$ cat config.mk
export PLATFORM = sky130hd
export DESIGN_NAME = hazard_unit_flat
export DESIGN_NICKNAME = d
export VERILOG_FILES = /design/src/rtl/hazard_if.sv /design/src/rtl/hazard_unit.sv /design/src/flat_wrapper.sv
export SDC_FILE = /design/constraint.sdc
export NUM_CORES = 1
export LEC_CHECK = 0
export BUFFER_PORTS_ARGS = -buffer_cell sky130_fd_sc_hd__buf_2
export CAP_MARGIN = 15
export CELL_PAD_IN_SITES_DETAIL_PLACEMENT = 2
export CELL_PAD_IN_SITES_GLOBAL_PLACEMENT = 2
export CORE_AREA = 5 5 107 89
export CTS_CLUSTER_DIAMETER = 80
export DETAILED_ROUTE_END_ITERATION = 10
export DIE_AREA = 0 0 112 94
export GPL_TIMING_DRIVEN = 1
export PLACE_DENSITY = 0.78
export SYNTH_ARGS = -nofsm -noshare
export SYNTH_HDL_FRONTEND = slang
export SYNTH_SLANG_ARGS = --single-unit
$ cat constraint.sdc
create_clock -name clk -period 3.6 [get_ports clk]
set_input_delay 0.54 -clock clk [delete_from_list [all_inputs] [get_ports clk]]
set_output_delay 0.54 -clock clk [all_outputs]
set_load 0.05 [all_outputs]
$ cat src/rtl/hazard_if.sv
// Hazard-unit control bundle: ID/EX pipeline status in, stall/flush/freeze controls and statistics out.
// Combinational controls, registered FSM and statistics; dmem_busy freezes the whole pipeline.
interface hazard_if;
    logic [4:0]  id_rs;
    logic [4:0]  id_rt;
    logic        id_rs_used;
    logic        id_rt_used;
    logic        ex_wb_write_en;
    logic        ex_wb_data_sel;
    logic [4:0]  ex_wb_addr;
    logic        ex_PC_sel;
    logic        dmem_busy;
    logic        clr_stats;
    logic        pc_write_en;
    logic        ifid_write_en;
    logic        ifid_flush;
    logic        idex_flush;
    logic        pipe_freeze;
    logic [1:0]  hazard_state;
    logic [15:0] stall_cycles;
    logic [15:0] flush_events;

    modport master (
        output id_rs, id_rt, id_rs_used, id_rt_used,
               ex_wb_write_en, ex_wb_data_sel, ex_wb_addr,
               ex_PC_sel, dmem_busy, clr_stats,
        input  pc_write_en, ifid_write_en, ifid_flush, idex_flush,
               pipe_freeze, hazard_state, stall_cycles, flush_events
    );

    modport slave (
        input  id_rs, id_rt, id_rs_used, id_rt_used,
               ex_wb_write_en, ex_wb_data_sel, ex_wb_addr,
               ex_PC_sel, dmem_busy, clr_stats,
        output pc_write_en, ifid_write_en, ifid_flush, idex_flush,
               pipe_freeze, hazard_state, stall_cycles, flush_events
    );
endinterface

$ cat src/rtl/hazard_unit.sv
// Pipeline hazard control: load-use bubbles, branch flushes, memory-busy freeze; controls are same-cycle.
// dmem_busy holds FSM, down-counter and all pipeline registers; statistics saturate at 16'hFFFF.
module hazard_unit #(
    parameter int LOAD_STALL   = 1,
    parameter int BRANCH_FLUSH = 2
) (
    input  logic     clk,
    input  logic     reset,
    hazard_if.slave  bus
);
    typedef enum logic [1:0] {
        RUN      = 2'd0,
        LU_STALL = 2'd1,
        BR_FLUSH = 2'd2
    } state_t;

    state_t      state_q, state_d;
    logic [1:0]  cnt_q, cnt_d;
    logic [15:0] stall_q, stall_d;
    logic [15:0] flush_q, flush_d;
    logic        lu_hit;
    logic        br_take;
    logic        pc_we, ifid_we, ifid_fl, idex_fl, freeze;

    assign lu_hit = bus.ex_wb_write_en & bus.ex_wb_data_sel & (bus.ex_wb_addr != 5'd0) &
                    ((bus.id_rs_used & (bus.id_rs == bus.ex_wb_addr)) |
                     (bus.id_rt_used & (bus.id_rt == bus.ex_wb_addr)));

    always_comb begin
        state_d = state_q;
        cnt_d   = cnt_q;
        pc_we   = 1'b1;
        ifid_we = 1'b1;
        ifid_fl = 1'b0;
        idex_fl = 1'b0;
        freeze  = 1'b0;
        br_take = 1'b0;
        if (bus.dmem_busy) begin
            freeze  = 1'b1;
            pc_we   = 1'b0;
            ifid_we = 1'b0;
        end else begin
            unique case (state_q)
                RUN: begin
                    if (bus.ex_PC_sel) begin
                        ifid_fl = 1'b1;
                        idex_fl = 1'b1;
                        br_take = 1'b1;
                        if (BRANCH_FLUSH > 1) begin
                            state_d = BR_FLUSH;
                            cnt_d   = 2'(BRANCH_FLUSH - 1);
                        end
                    end else if (lu_hit) begin
                        pc_we   = 1'b0;
                        ifid_we = 1'b0;
                        idex_fl = 1'b1;
                        if (LOAD_STALL > 1) begin
                            state_d = LU_STALL;
                            cnt_d   = 2'(LOAD_STALL - 1);
                        end
                    end
                end
                LU_STALL: begin
                    pc_we   = 1'b0;
                    ifid_we = 1'b0;
                    idex_fl = 1'b1;
                    cnt_d   = cnt_q - 2'd1;
                    if (cnt_q == 2'd1) state_d = RUN;
                end
                BR_FLUSH: begin
                    ifid_fl = 1'b1;
                    idex_fl = 1'b1;
                    cnt_d   = cnt_q - 2'd1;
                    if (cnt_q == 2'd1) state_d = RUN;
                end
                default: begin
                    state_d = RUN;
                    cnt_d   = 2'd0;
                end
            endcase
        end
    end

    // A clear wins over an increment in the same cycle.
    always_comb begin
        stall_d = stall_q;
        flush_d = flush_q;
        if (bus.clr_stats) begin
            stall_d = 16'd0;
            flush_d = 16'd0;
        end else begin
            if (!pc_we && stall_q != 16'hFFFF) stall_d = stall_q + 16'd1;
            if (br_take && flush_q != 16'hFFFF) flush_d = flush_q + 16'd1;
        end
    end

    always_ff @(posedge clk or negedge reset) begin
        if (!reset) begin
            state_q <= RUN;
            cnt_q   <= 2'd0;
            stall_q <= 16'd0;
            flush_q <= 16'd0;
        end else begin
            state_q <= state_d;
            cnt_q   <= cnt_d;
            stall_q <= stall_d;
            flush_q <= flush_d;
        end
    end

    assign bus.pc_write_en   = pc_we;
    assign bus.ifid_write_en = ifid_we;
    assign bus.ifid_flush    = ifid_fl;
    assign bus.idex_flush    = idex_fl;
    assign bus.pipe_freeze   = freeze;
    assign bus.hazard_state  = state_q;
    assign bus.stall_cycles  = stall_q;
    assign bus.flush_events  = flush_q;
endmodule

$ cat src/flat_wrapper.sv
// flat-port wrapper written by rule: the top's interface ports become plain ports
module hazard_unit_flat 
#(
    parameter int LOAD_STALL   = 1,
    parameter int BRANCH_FLUSH = 2
)
  (clk, reset, bus_id_rs, bus_id_rt, bus_id_rs_used, bus_id_rt_used, bus_ex_wb_write_en, bus_ex_wb_data_sel, bus_ex_wb_addr, bus_ex_PC_sel, bus_dmem_busy, bus_clr_stats, bus_pc_write_en, bus_ifid_write_en, bus_ifid_flush, bus_idex_flush, bus_pipe_freeze, bus_hazard_state, bus_stall_cycles, bus_flush_events);
  hazard_if bus_i ();
  input  logic clk;
  input  logic reset;
  input wire logic [$bits(bus_i.id_rs)-1:0] bus_id_rs;
  input wire logic [$bits(bus_i.id_rt)-1:0] bus_id_rt;
  input wire logic [$bits(bus_i.id_rs_used)-1:0] bus_id_rs_used;
  input wire logic [$bits(bus_i.id_rt_used)-1:0] bus_id_rt_used;
  input wire logic [$bits(bus_i.ex_wb_write_en)-1:0] bus_ex_wb_write_en;
  input wire logic [$bits(bus_i.ex_wb_data_sel)-1:0] bus_ex_wb_data_sel;
  input wire logic [$bits(bus_i.ex_wb_addr)-1:0] bus_ex_wb_addr;
  input wire logic [$bits(bus_i.ex_PC_sel)-1:0] bus_ex_PC_sel;
  input wire logic [$bits(bus_i.dmem_busy)-1:0] bus_dmem_busy;
  input wire logic [$bits(bus_i.clr_stats)-1:0] bus_clr_stats;
  output wire logic [$bits(bus_i.pc_write_en)-1:0] bus_pc_write_en;
  output wire logic [$bits(bus_i.ifid_write_en)-1:0] bus_ifid_write_en;
  output wire logic [$bits(bus_i.ifid_flush)-1:0] bus_ifid_flush;
  output wire logic [$bits(bus_i.idex_flush)-1:0] bus_idex_flush;
  output wire logic [$bits(bus_i.pipe_freeze)-1:0] bus_pipe_freeze;
  output wire logic [$bits(bus_i.hazard_state)-1:0] bus_hazard_state;
  output wire logic [$bits(bus_i.stall_cycles)-1:0] bus_stall_cycles;
  output wire logic [$bits(bus_i.flush_events)-1:0] bus_flush_events;
  assign bus_i.id_rs = bus_id_rs;
  assign bus_i.id_rt = bus_id_rt;
  assign bus_i.id_rs_used = bus_id_rs_used;
  assign bus_i.id_rt_used = bus_id_rt_used;
  assign bus_i.ex_wb_write_en = bus_ex_wb_write_en;
  assign bus_i.ex_wb_data_sel = bus_ex_wb_data_sel;
  assign bus_i.ex_wb_addr = bus_ex_wb_addr;
  assign bus_i.ex_PC_sel = bus_ex_PC_sel;
  assign bus_i.dmem_busy = bus_dmem_busy;
  assign bus_i.clr_stats = bus_clr_stats;
  assign bus_pc_write_en = bus_i.pc_write_en;
  assign bus_ifid_write_en = bus_i.ifid_write_en;
  assign bus_ifid_flush = bus_i.ifid_flush;
  assign bus_idex_flush = bus_i.idex_flush;
  assign bus_pipe_freeze = bus_i.pipe_freeze;
  assign bus_hazard_state = bus_i.hazard_state;
  assign bus_stall_cycles = bus_i.stall_cycles;
  assign bus_flush_events = bus_i.flush_events;
  hazard_unit #(.LOAD_STALL(LOAD_STALL), .BRANCH_FLUSH(BRANCH_FLUSH)) u_core (.clk(clk), .reset(reset), .bus(bus_i));
endmodule
=== Word level (Yosys, flattened, before mapping) ===
Cells that the tools add are included.

* Muxes and demuxes: 23
* Bitwise operators: 7
* Add/subtract/negate cells: 3
* Eq/ne operators: 9
* Reductions and logical operators: 10

{| class="wikitable"
|+ Operators by type and width
! kind !! number
|-
| 16-bit 2-to-1 mux || 4
|-
| 16-bit by 1-bit adder with 16-bit output (second input constant) || 2
|-
| 16-bit inequality test (second input constant) || 2
|-
| 1-bit 2-to-1 mux || 11
|-
| 5-bit == test || 2
|-
| 2-bit one-hot mux with 2 select lines || 2
|-
| 2-bit 2-to-1 mux || 3
|-
| 1-bit one-hot mux with 2 select lines || 3
|-
| 1-bit AND || 5
|-
| 5-bit nonzero test || 1
|-
| 2-bit by 1-bit == test with 1-bit output (second input constant) || 2
|-
| 2-bit nonzero test || 2
|-
| 3-bit AND reduction || 1
|-
| 2-bit == test (second input constant) || 1
|-
| 1-bit logical AND || 2
|-
| 2-bit logical NOT || 1
|-
| 2-bit by 1-bit inequality test with 1-bit output (second input constant) || 1
|-
| 2-bit inequality test (second input constant) || 1
|-
| 2-bit AND reduction || 1
|-
| 2-bit OR reduction || 1
|-
| 2-bit by 1-bit subtractor with 2-bit output (second input constant) || 1
|-
| 1-bit logical NOT || 1
|-
| 1-bit NOT || 1
|-
| 1-bit bitwise OR || 1
|}

* Input port bits: 24
* Register bits: 36
* Output and inout bits: 39
* Logic and storage cells: 56

=== Depth between registers and ports, before layout ===
* Depth in word-level cells: 12
* Mapped depth: 8
* Mapped depth without buffers: 7

=== Worst setup path after synthesis ===
OpenSTA, ideal clock, no wires.

* Path type: input to output
* Start point: input bus_ex_wb_addr[0]
* End point: output bus_pc_write_en
* Path buffers: 1
* Cell stages on the path: 5
* Path slack: 0.587 ns
* Data required time: 3.060 ns
* Data arrival time: 2.473 ns
* Path through: or4_1 o211ai_2 nor2_1 a21oi_1 buf_4

* Word-level cells in the longest chain between the ends: 8
* Elaborated cells between the ends (all ways): 12
* Those cells by class: eq/ne (2); mux (4); bitwise (5); reduce/logical (1)

{| class="wikitable"
|+ RTL lines
! what !! RTL line !! RTL
|-
| start, declared || flat_wrapper.sv:17 || <nowiki>input wire logic [$bits(bus_i.ex_wb_addr)-1:0] bus_ex_wb_addr;</nowiki>
|-
| 5-bit == test, on equally long branches || hazard_unit.sv:26, hazard_unit.sv:27 ||
|-
| 1-bit AND, on equally long branches || hazard_unit.sv:26, hazard_unit.sv:27 ||
|-
| 1-bit bitwise OR || hazard_unit.sv:26 || <nowiki>((bus.id_rs_used & (bus.id_rs == bus.ex_wb_addr)) |</nowiki>
|-
| 1-bit AND (*) || hazard_unit.sv:25 || <nowiki>assign lu_hit = bus.ex_wb_write_en & bus.ex_wb_data_sel & (bus.ex_wb_addr != 5'd0) &</nowiki>
|-
| 1-bit 2-to-1 mux (*) (2 in a row) || n/a ||
|-
| 1-bit one-hot mux with 2 select lines (*) || n/a ||
|-
| 1-bit 2-to-1 mux (*) || n/a ||
|-
| end, declared || flat_wrapper.sv:21 || <nowiki>output wire logic [$bits(bus_i.pc_write_en)-1:0] bus_pc_write_en;</nowiki>
|}

Mark *: on every way between the ends. The rest lies on a longest branch, timed or not.

=== Final worst setup path ===
* Start point: register u_core.stall_q[3], in the netlist u_core.bus.stall_cycles[3]
* End point: register u_core.stall_q[15], in the netlist u_core.bus.stall_cycles[15]

* Word-level cells in the longest chain between the ends: 3
* Elaborated cells between the ends (all ways): 6
* Those cells by class: add/sub (1); eq/ne (1); mux (2); reduce/logical (2)

{| class="wikitable"
|+ RTL lines
! what !! RTL line !! RTL
|-
| start, declared || hazard_unit.sv:19 || <nowiki>logic [15:0] stall_q, stall_d;</nowiki>
|-
| start signal, assigned || hazard_unit.sv:106 || <nowiki>stall_q <= stall_d;</nowiki>
|-
| 16-bit by 1-bit adder with 16-bit output / 16-bit inequality test (equally long branches) || hazard_unit.sv:92 || <nowiki>if (!pc_we && stall_q != 16'hFFFF) stall_d = stall_q + 16'd1;</nowiki>
|-
| 16-bit 2-to-1 mux / 1-bit logical AND (equally long branches) || hazard_unit.sv:92 ||
|-
| 16-bit 2-to-1 mux / 2-bit nonzero test (equally long branches) || n/a ||
|}

Several ways; a longest one is shown, not always the timed one. The select of a mux whose other input is x is not followed.
A chain may end at the register's enable or synchronous reset.

==> flow_metrics.py <==
metrics = {
    "cts": {
        "post_cts_buffers": 0,
        "clockBufferDepth": 2,
        "cts_tree": "built",
        "cts_resized": 0,
        "insertion_delay_ns": 0.29,
        "cts.sinks": 35,
        "numCtsBuffers": 5,
        "cts_hold_buf": 0,
        "clkTransAtPathRegs_ns": 0.08,
        "cts_htree_levels": 2,
        "cts_root_buf": "clkbuf_8",
    },
    "logic_synthesis": {
        "yosys.area.top_type_share": 0.435,
        "yosysTopAreaCell": "dfrtp_1",
        "ys_types": 41,
        "netlist_area_um2": 2010,
        "synth_top_family_by_area": "simple AND/OR/NAND/NOR gates",
        "synthFlopType": "dfrtp_1",
        "synth_compound_area_frac": 0.132,
        "ys_seq_area_frac": 0.435,
        "async_flop_share": 1.00,
        "yosys-mux-area-fraction": 0.0106,
        "synthXorXnorAreaFrac": 0.100,
        "yosys.area_share.adder": 0.0187,
        "synthTopCellsByArea": "dfrtp_1, xor2_1, a21oi_1, or3_1, nor2_1",
        "synth.most_common_cell": "dfrtp_1",
        "synth_top_cells_by_count": "dfrtp_1, nor2_1, a21oi_1",
        "yosysWarnings": 0,
        "postSynthCellCount": 220,
        "synth-simple-area-share": 0.247,
        "syn-num-nets": 247,
        "syn_avg_cell_area_um2": 9.15,
        "synth_edf_count": 0,
        "ys_ff_latch": 35,
    },
    "routing": {
        "vias": 1897,
        "via_per_inst": 4.85,
        "drt_iter0_drc": 53,
        "drt_wl_total_mm": 6.18,
        "antenna_left": 0,
        "drc_errors": 0,
        "avgRoutedWirePerCell_um": 15.8,
        "dr.pass1.iters": 3,
    },
    "critical_path": {
        "arrival_ns": 2.95,
        "worst_ep_required_time_ns": 3.75,
        "reg2reg_depth": 7,
        "crit_path_max_fanout": 19,
        "reg2reg_from": "u_core.bus.stall_cycles[3]",
        "cp_slowest_cell": "a2bb2oi_2",
        "start_kind": "flip-flop",
        "max_stage_delay_ns": 0.61,
        "cp_cell_sequence": "nand4_1 > nor4_1 > a2111o_1 > a2bb2oi_2 > buf_4 > or3_1 > a21oi_1",
        "crit_path_end_kind": "flip-flop",
        "path_buf_inv": 1,
        "worst-setup-path-type": "reg -> reg",
        "critPathTopFamily": "simple AND/OR/NAND/NOR gates",
        "rr_endpoint": "u_core.bus.stall_cycles[15]",
        "rrSetupSlack_ns": 0.79,
    },
    "timing": {
        "rsz0062_at_grt": "no",
        "layout_min_cycle_time_ns": 2.81,
        "drv_slew": 0,
        "slew_headroom": 0.459,
        "tightest_slew_ns": 0.811,
        "hold_violations": 0,
        "fin_tns_setup_ns": 0,
        "fmax_mhz": 357,
        "finClkSkew_ns": 0.00530,
        "fin_crit_sh": 0.779,
        "setup_viol": 0,
    },
    "floorplanning": {
        "rows": 30,
        "io_pins": 63,
        "fp.dieArea_um2": 10500,
        "die_x_um": 112,
        "fp.dieH_um": 94,
        "start_util": 0.243,
        "coreArea_um2": 8300,
    },
    "final_layout": {
        "synthToLayoutAreaGrowth_pct": 23.8,
        "finalNonFillerCells": 391,
        "final_layout_size_suffix_gt1_frac": 0.272,
        "fin_nets": 305,
        "n_antenna_cell": 0,
    },
    "power_and_ir_drop": {
        "p_per_area_nw_per_um2": 399,
        "max-vdd-ir-drop_uv": 119,
        "switchingPower_uw": 304,
        "power_frac_comb": 0.184,
        "clockPowerShare": 0.377,
        "internal_power_uw": 691,
        "netSwitchingFraction": 0.305,
        "seqPwrFrac": 0.439,
        "leakage_uw": 0.00113,
    },
    "grt": {
        "grt_pass1_wl_mm": 10.4,
        "overflow": 0,
        "grt_max_degree": 36,
        "grt_pass1_vias": 2070,
        "antenna_found_initial": 0,
        "grt_usage": 0.121,
    },
    "placed_design": {
        "dp_cells": 383,
        "numPortBuffers": 61,
        "gp_congestion": 0.823,
        "hpwl_mm": 4.70,
    },
    "status": {
        "status": "finished, final reports clean",
    },
    "run": {
        "drv_cap": 0,
    },
    "worst_hold_path": {
        "holdCritPathClass": "in -> async",
    },
}
metrics by stage:
step	power, uW	utilization	hold slack [ns]	instance area, um^2	setup slack (ns)
floorplan	571	-	0.244	2010	0.587
global placement	622	0.286	0.463	2370	0.904
detailed placement	633	0.286	0.484	2370	0.788
CTS	1010	0.300	0.382	2490	0.803
global route	1050	0.300	0.417	2490	0.643
finish	995	0.300	0.337	2490	0.795
how the worst max path moves through the flow:
stage	slack, ns	cells after the start	start	endpoint
detailed placement	0.79	8	bus_ex_wb_addr[0]	u_core.bus.stall_cycles[15]
global placement	0.90	8	bus_ex_wb_addr[0]	u_core.bus.stall_cycles[15]
floorplan	0.59	5	bus_ex_wb_addr[0]	bus_pc_write_en
finish	0.79	7	u_core.bus.stall_cycles[3]	u_core.bus.stall_cycles[15]
CTS	0.80	7	u_core.bus.stall_cycles[3]	u_core.bus.stall_cycles[15]
global route	0.64	7	u_core.bus.stall_cycles[3]	u_core.bus.stall_cycles[12]
power by group through the flow:
stage	logic, uW	clock network [uW]	registers, uW
after floorplan	97.4	0	474
after global placement	180	0	442
after detailed placement	188	0	445
after CTS	188	388	437
after global routing	204	401	441
final	183	375	437
registers in the layout, indices dropped and copies added (netlist names):
signal / cells
u_core.cnt_q: 2
u_core.bus.stall_cycles: 16
u_core.bus.hazard_state: 1
u_core.bus.flush_events: 16
cell families after synthesis:
| group | count (synthesis) |
|---|---|
| compound gates | 45 |
| xor+xnor | 23 |
| fa+ha+maj | 3 |
| buf+inv | 16 |
| flops | 35 |
| mux | 2 |
| other cells | 1 |
| simple gates | 95 |
cell type report:
| cell class | instances | area, um^2 |
|---|---|---|
| clock buffers | 6 | 82.6 |
| clock inverters | 2 | 35.0 |
| fillers | 962 | 5800 |
| inverters | 5 | 18.8 |
| multi-input cells | 169 | 1030 |
| flip-flops and latches | 35 | 876 |
| well taps | 112 | 140 |
| repair buffers | 62 | 313 |
worst reg2reg max path: cells and delay by family (launching register included):
family,cells,cell delay (ns)
and+or+nand+nor,3,0.95
AOI/OAI and AO/OA,3,0.93
DFF,1,0.49
buffers and inverters,1,0.30
metal layers:
layer | vias up | global-route usage | routed length (um)
met5 | - | 0 | 0
met4 | 0 | 0.0330 | 72
met2 | 51 | 0.207 | 2860
li1 | 884 | - | -
met3 | 9 | 0.0309 | 330
met1 | 953 | 0.153 | 2920
placed cells by master (no fill, tap or decap), types with 2 or more instances in the layout:
| cell | instances |
|---|---|
| nor3_1 | 3 |
| or4_1 | 2 |
| and2_1 | 2 |
| dfrtp_1 | 35 |
| clkbuf_8 | 6 |
| or3_1 | 15 |
| o21ai_0 | 7 |
| xnor2_1 | 6 |
| buf_2 | 61 |
| xor2_1 | 17 |
| o21ai_1 | 8 |
| nand4_1 | 5 |
| nand2_1 | 18 |
| nand3_1 | 13 |
| ha_1 | 3 |
| inv_1 | 5 |
| a21oi_1 | 21 |
| nor4_1 | 2 |
| nor2_1 | 23 |
| and4_1 | 3 |
| and3_1 | 4 |
| a31oi_1 | 2 |
Power figures use the tool's default switching activity.
